`src/rtl/arith_arbiter.sv`:
```
// arith_arbiter: two requesters share one N-bit add/sub datapath through a round-robin grant
// into a single-entry registered result stage.
package alu_defs;
    localparam logic ARITH_ADD = 1'b0;
    localparam logic ARITH_SUB = 1'b1;
endpackage

module arith_arbiter
    import alu_defs::*;
#(
    parameter int N = 4
) (
    input  logic         clk_i,
    input  logic         rst_i,
    input  logic         req0_valid_i,
    output logic         req0_ready_o,
    input  logic [N-1:0] req0_a_i,
    input  logic [N-1:0] req0_b_i,
    input  logic         req0_op_i,
    input  logic         req1_valid_i,
    output logic         req1_ready_o,
    input  logic [N-1:0] req1_a_i,
    input  logic [N-1:0] req1_b_i,
    input  logic         req1_op_i,
    output logic         res_valid_o,
    input  logic         res_ready_i,
    output logic [N-1:0] res_o,
    output logic         res_overflow_o,
    output logic         res_cout_o,
    output logic         res_id_o
);
    logic         rr;
    logic         slot_free;
    logic         grant;
    logic [N-1:0] a;
    logic [N-1:0] b;
    logic         op;
    logic [N:0]   r;
    logic         ovf;

    // rr names the requester that wins when both are valid
    assign slot_free    = !res_valid_o | res_ready_i;
    assign req0_ready_o = !rst_i & slot_free & req0_valid_i & (!req1_valid_i | !rr);
    assign req1_ready_o = !rst_i & slot_free & req1_valid_i & (!req0_valid_i | rr);
    assign grant        = req0_ready_o | req1_ready_o;

    always_comb begin
        a   = req1_ready_o ? req1_a_i  : req0_a_i;
        b   = req1_ready_o ? req1_b_i  : req0_b_i;
        op  = req1_ready_o ? req1_op_i : req0_op_i;
        r   = (op == ARITH_SUB) ? ({1'b0, a} - {1'b0, b}) : ({1'b0, a} + {1'b0, b});
        ovf = (op == ARITH_SUB) ? ((a[N-1] != b[N-1]) & (r[N-1] == b[N-1]))
                                : ((a[N-1] == b[N-1]) & (r[N-1] != b[N-1]));
    end

    always_ff @(posedge clk_i or posedge rst_i) begin
        if (rst_i) begin
            rr             <= 1'b0;
            res_valid_o    <= 1'b0;
            res_o          <= '0;
            res_overflow_o <= 1'b0;
            res_cout_o     <= 1'b0;
            res_id_o       <= 1'b0;
        end else if (grant) begin
            rr             <= req0_ready_o;
            res_valid_o    <= 1'b1;
            res_o          <= r[N-1:0];
            res_overflow_o <= ovf;
            res_cout_o     <= r[N];
            res_id_o       <= req1_ready_o;
        end else if (res_ready_i) begin
            res_valid_o    <= 1'b0;
        end
    end
endmodule

```
`config.mk`:
```
export PLATFORM = sky130hd
export DESIGN_NAME = arith_arbiter
export DESIGN_NICKNAME = d
export VERILOG_FILES = /design/src/rtl/arith_arbiter.sv
export SDC_FILE = /design/constraint.sdc
export NUM_CORES = 1
export LEC_CHECK = 0
export CAP_MARGIN = 10
export CORE_MARGIN = 4
export CORE_UTILIZATION = 42
export DETAILED_ROUTE_END_ITERATION = 7
export HOLD_SLACK_MARGIN = 0.15
export PLACE_DENSITY = 0.79
export SYNTH_ARGS = -nofsm -noshare
export SYNTH_HDL_FRONTEND = slang
export SYNTH_SLANG_ARGS = --single-unit
```
`constraint.sdc`:
```
create_clock -name clk_i -period 3.3 [get_ports clk_i]
set_input_delay 0.66 -clock clk_i [delete_from_list [all_inputs] [get_ports clk_i]]
set_output_delay 0.66 -clock clk_i [all_outputs]
set_load 0.01 [all_outputs]
```
# Yosys cells after proc, flatten, opt, wreduce, memory -nomap -nowiden
# Cells that the tools add are included.
op_classes:
  addsub: 2
  eq_ne: 4
  muxes: 7
  bitwise: 11
  reduce_logical: 6
op_table:
  columns: ["operator", "count"]
  rows:
  - ["4-bit 2-to-1 mux", 2]
  - ["1-bit AND", 7]
  - ["4-bit by 4-bit adder with 5-bit output", 1]
  - ["1-bit logical NOT", 5]
  - ["5-bit 2-to-1 mux", 1]
  - ["4-bit by 4-bit subtractor with 5-bit output", 1]
  - ["1-bit 2-to-1 mux", 4]
  - ["1-bit bitwise OR", 4]
  - ["1-bit equality test", 2]
  - ["1-bit inequality test", 2]
  - ["2-bit nonzero test", 1]
totals:
  ff_bits: 9
  input_bits: 23
  out_inout_bits: 10
  wordCells: 36

# Depth between registers and ports, before layout
logic_depth:
  depth_word: 11
  depth_mapped: 11
  depth_no_buf: 11

# Worst setup path after synthesis
# No wires, ideal clock.
synth_timing:
  path_kind: "input to register"
  from: "in rst_i"
  to: "reg res_overflow_o"
  setup_time_ns: 0.126
  arrival_time_ns: 2.747
  t_required_ns: 3.174
  path_slack_ns: 0.427
  cell_stages: 11
  path_buffers: 1
  cell_sequence: "inv_1 -> nand4_2 -> clkbuf_1 -> nand3_1 -> o21ai_0 -> ha_1 -> a21o_1 -> a41oi_1 -> xnor2_1 -> nor3_1 -> a221o_1"
synth_between:
  elab_chain_cells: 10
  word_cells_on_any_way: 20
  classes_between: "add/sub: 2; eq/ne: 4; mux: 5; bitwise: 8; reduce/logical: 1"
synth_rtl:
  columns: ["element", "line_no", "text"]
  rows:
  - ["from (decl)", "14", "input logic rst_i,"]
  - ["1-bit logical NOT (no line) (*)", null, null]
  - ["1-bit AND (*)", "43, 44", null]
  - ["1-bit AND (2 in a row)", "44", "assign req1_ready_o = !rst_i & slot_free & req1_valid_i & (!req0_valid_i | rr);"]
  - ["4-bit 2-to-1 mux (on tied branches)", "48, 49", null]
  - ["4-bit by 4-bit adder with 5-bit output or 4-bit by 4-bit subtractor with 5-bit output (tied branches)", "51", "r = (op == ARITH_SUB) ? ({1'b0, a} - {1'b0, b}) : ({1'b0, a} + {1'b0, b});"]
  - ["5-bit 2-to-1 mux", "51", null]
  - ["1-bit inequality test or 1-bit equality test (tied branches)", "53, 52", null]
  - ["1-bit AND (on tied branches)", "53, 52", null]
  - ["1-bit 2-to-1 mux", "52", "ovf = (op == ARITH_SUB) ? ((a[N-1] != b[N-1]) & (r[N-1] == b[N-1]))"]
  - ["to (signal assigned)", "68", "res_overflow_o <= ovf;"]
  - ["to (decl)", "28", "output logic res_overflow_o,"]
# Every way passes the cells marked *; elsewhere a longest branch is shown, timed or not.
# A chain may end at the register's enable or synchronous reset.

# Worst setup path after layout
layout_timing:
  from: "in res_ready_i"
  to: "out req1_ready_o"
layout_between:
  elab_chain_cells: 4
layout_rtl:
  columns: ["element", "line_no", "text"]
  rows:
  - ["from (decl)", "26", "input logic res_ready_i,"]
  - ["1-bit bitwise OR", "42", "assign slot_free = !res_valid_o | res_ready_i;"]
  - ["1-bit AND (3 in a row)", "44", null]
  - ["to (decl)", "21", "output logic req1_ready_o,"]
# No other way between the ends.

==> impl_results.md <==
* Outcome: finished, final reports clean
* Seq/Total Area, Yosys at 0.2826
* Max incr delay on CP at 0.58 ns
* Clk root buf: clkbuf_4
* Cell Pwr Density at about 480 nW/um^2
* Avg Inst Size Synth at slightly below 9 sq um
* CTS tree: done
* Max Freq at roughly 320 MHz
* Layout Utilization at 0.6787
* CTS resizes at 0
* Type of destination of the critical path: output pin
* Fin nets at between 150 and 200
* Cts hold-fix bufs at 0
* Library cells used by synthesis at 31
* Via count of the routed design at 758
* Most frequent cells after synthesis: 13 x nand2_1, 9 x dfrtp_1, 8 x xnor2_1
* GRT overflow at 0
* CORE AREA at approximately 1800 sq um
* P_leak at between 0.5 and 0.6 nW
* Gate power share at 0.531
* Required @ worst endpoint at 2.64 ns
* Post-synth ARST share at 1.000
* Placer Congestion at between 0.7 and 0.8
* Startpoint types: input pin
* TritonCTS Buffers at 3
* CTS clk-pin slew, worst paths at approximately 0.06 ns
* Most Crowded Layer GR: met2
* Final ANT Viol Nets at 0
* Initial antenna violation count at 0
* Clock Skew at approximately 0.005 ns
* Global-route wire length before repair at around 2900 um
* P_sw at 0.1887 mW
* CP top delay family: buffers and inverters
* Avg Vias per Cell at between 4 and 5
* Normalized max-slew margin at 0.7410
* Final period util at 0.9382
* Data arrival, critical path at about 2.4 ns
* Dominant synthesized flop cell: dfrtp_1
* Post-CTS Setup Bufs at 0
* WHS at 0.4760 ns
* Seq pwr share at 0.318
* Die ar. at ~2700 sq um
* RSZ-0062 raised after global routing: false
* DR WL/cell at about 11 um
* Crit path time final at 3.096 ns
* Final hold vios at 0
* DRC violation count after routing at 0
* Port-buffer cells at 32
* Min-Delay Path Class: reg -> reg
* Yosys top cell area share at 0.2826
* Sink Count at 9
* DP HPWL at between 1500 and 2000 um
* Switching share of power at 0.3311
* Global-route track usage on met2 at 0.2818
* Die Span X at 51.56 um
* Slowest cell on crit path: clkdlybuf4s50_1
* Fin. max-slew vios at 0
* H-tree lvl count at 1
* EDFF count, synth at 0
* Vias in the first global route at approximately 730
* Top post-synthesis cells by area: dfrtp_1 28%, xnor2_1 8.8%, nand2_1 6.1%, mux2_2 5.7%, ha_1 4.7%
* Pint at between 0.3 and 0.4 mW
* Area growth syn-to-layout at 50.24%
* Syn Nets at 117
* Initial DRC count at 5
* Total Routing Usage GR at 0.1432
* Largest net degree at the start of global routing at 14
* I/O Pins at 33
* GR Util met1 at 0.1565
* Worst setup path class: in -> out
* Synthesized instance count at 90
* Worst Path Max Fanout at 13
* Num rows at 15
* Ys Warns at 0
* FF+latch count, synth at 9
* Initial core utilization at 0.4518
* WL final at between 1500 and 2000 um
* Clk_lat worst skew at 0.26 ns
* Final setup fails at 0
* Buf/Inv on CP at 3
* Mapped Area at ~800 sq um
* Maximum root-to-sink buffer count at 2
* # diodes at 0
* Max Cap Viol at 0
* Slew @ Worst Pin at 0.3876 ns
* CP dominant cell by count: clkdlybuf4s50_1
* Met3 GRT Util at 0.01146
* Worst VDD drop at around 0.22 mV
* Power share of the clock group at 0.151
* CP cell instances: clkdlybuf4s50_1 > nand2b_4 > nand4_2 > inv_1 > clkdlybuf4s50_1
* Cell with the most instances after synthesis: nand2_1
* TritonRoute pass-1 iters at 4
* Share of cells above drive strength 1 at 0.1328
* Leading area contributor after synthesis: dfrtp_1
* Die height at about 52 um
[registers in the layout, summed over array words and instances, names as in the netlist]
register,count
res_o,4
res_cout_o,1
res_id_o,1
res_overflow_o,1
res_valid_o,1
rr,1
[worst reg2reg max path, stage by stage, from the launching register on]
cell and delay, ns:
dfrtp_1 0.39, nand2b_4 0.15, nand4_2 0.34, o21ai_0 0.34
ha_1 0.32, a21o_1 0.19, a41oi_1 0.19, xnor2_1 0.19
nor3_1 0.08, a221o_1 0.26
[placed cells by master, fill, tap and decap left out, types with 2 or more instances in the layout]
cell type         n
mux2i_1           3
inv_1             4
o21ai_0           6
xnor2_1           8
clkdlybuf4s50_1  32
xor2_1            3
a21oi_1           2
and2b_1           2
clkbuf_4          3
dfrtp_1           9
buf_4             4
mux2_2            4
ha_1              3
nand2b_4          2
nand2_1          13
nor2_1            4
nor2b_1           4
nor3_1            4
a21o_1            3
[path summary, 6_finish.rpt]
kind	cells past startpoint	to	slack, ns	from
setup / recovery	5	req1_ready_o	0.20	res_ready_i
hold / removal	2	res_o[2]	0.48	res_o[2]
setup reg to reg	9	res_overflow_o	0.73	rr
hold reg to reg	2	res_o[2]	0.48	res_o[2]
max in group asynchronous	3	res_o[3]	2.35	rst_i
min in group asynchronous	3	res_valid_o	0.80	rst_i
[cell families (layout without fill, tap and decap cells)]
group | count (synthesis) | count (layout) | share of synthesized area
AO/OA/AOI/OAI | 16 | 16 | 0.1382
XOR/XNOR | 11 | 11 | 0.1209
adder cells (fa/ha/maj) | 4 | 4 | 0.07222
buffers and inverters | 6 | 44 | 0.02826
flip-flops | 9 | 9 | 0.2826
multiplexers | 7 | 7 | 0.09419
AND/OR/NAND/NOR | 37 | 37 | 0.2637
[stage by stage]
step	setup slack [ns]	TNS, ns	area [sq um]	power, mW	std cells
after global routing	0.07389	0	1197	0.6136	153
final	0.2038	0	1197	0.5698	153
after global placement	0.06797	0	1171	0.4825	149
after floorplan	0.4273	0	797.0	0.3416	90
after CTS	0.1934	0	1197	0.5772	153
after detailed placement	-0.005383	-0.005383	1171	0.4907	149
[power groups by stage]
stage	clock [mW]	combinational [mW]	sequential, mW
2_1_floorplan	0	0.141	0.201
3_3_place_gp	0	0.301	0.181
3_5_place_dp	0	0.307	0.184
4_1_cts	0.0879	0.307	0.182
5_1_grt	0.0956	0.330	0.188
6_report	0.0861	0.302	0.181
[final cells by class]
class	count	area, sq um
repair buffers	36	350.3
flip-flops and latches	9	225.2
multi-input cells	75	549.3
fillers	183	566.8
clock buffers	4	26.28
inverters	4	15.01
well taps	25	31.28
[layer usage]
layer  vias to the layer above  routed length, um
li1                        392                  -
met1                       337                739
met2                        25                909
met3                         4                 78
met4                         0                 29
met5                         -                  0
Note: power is estimated with default switching activity, not from simulation.
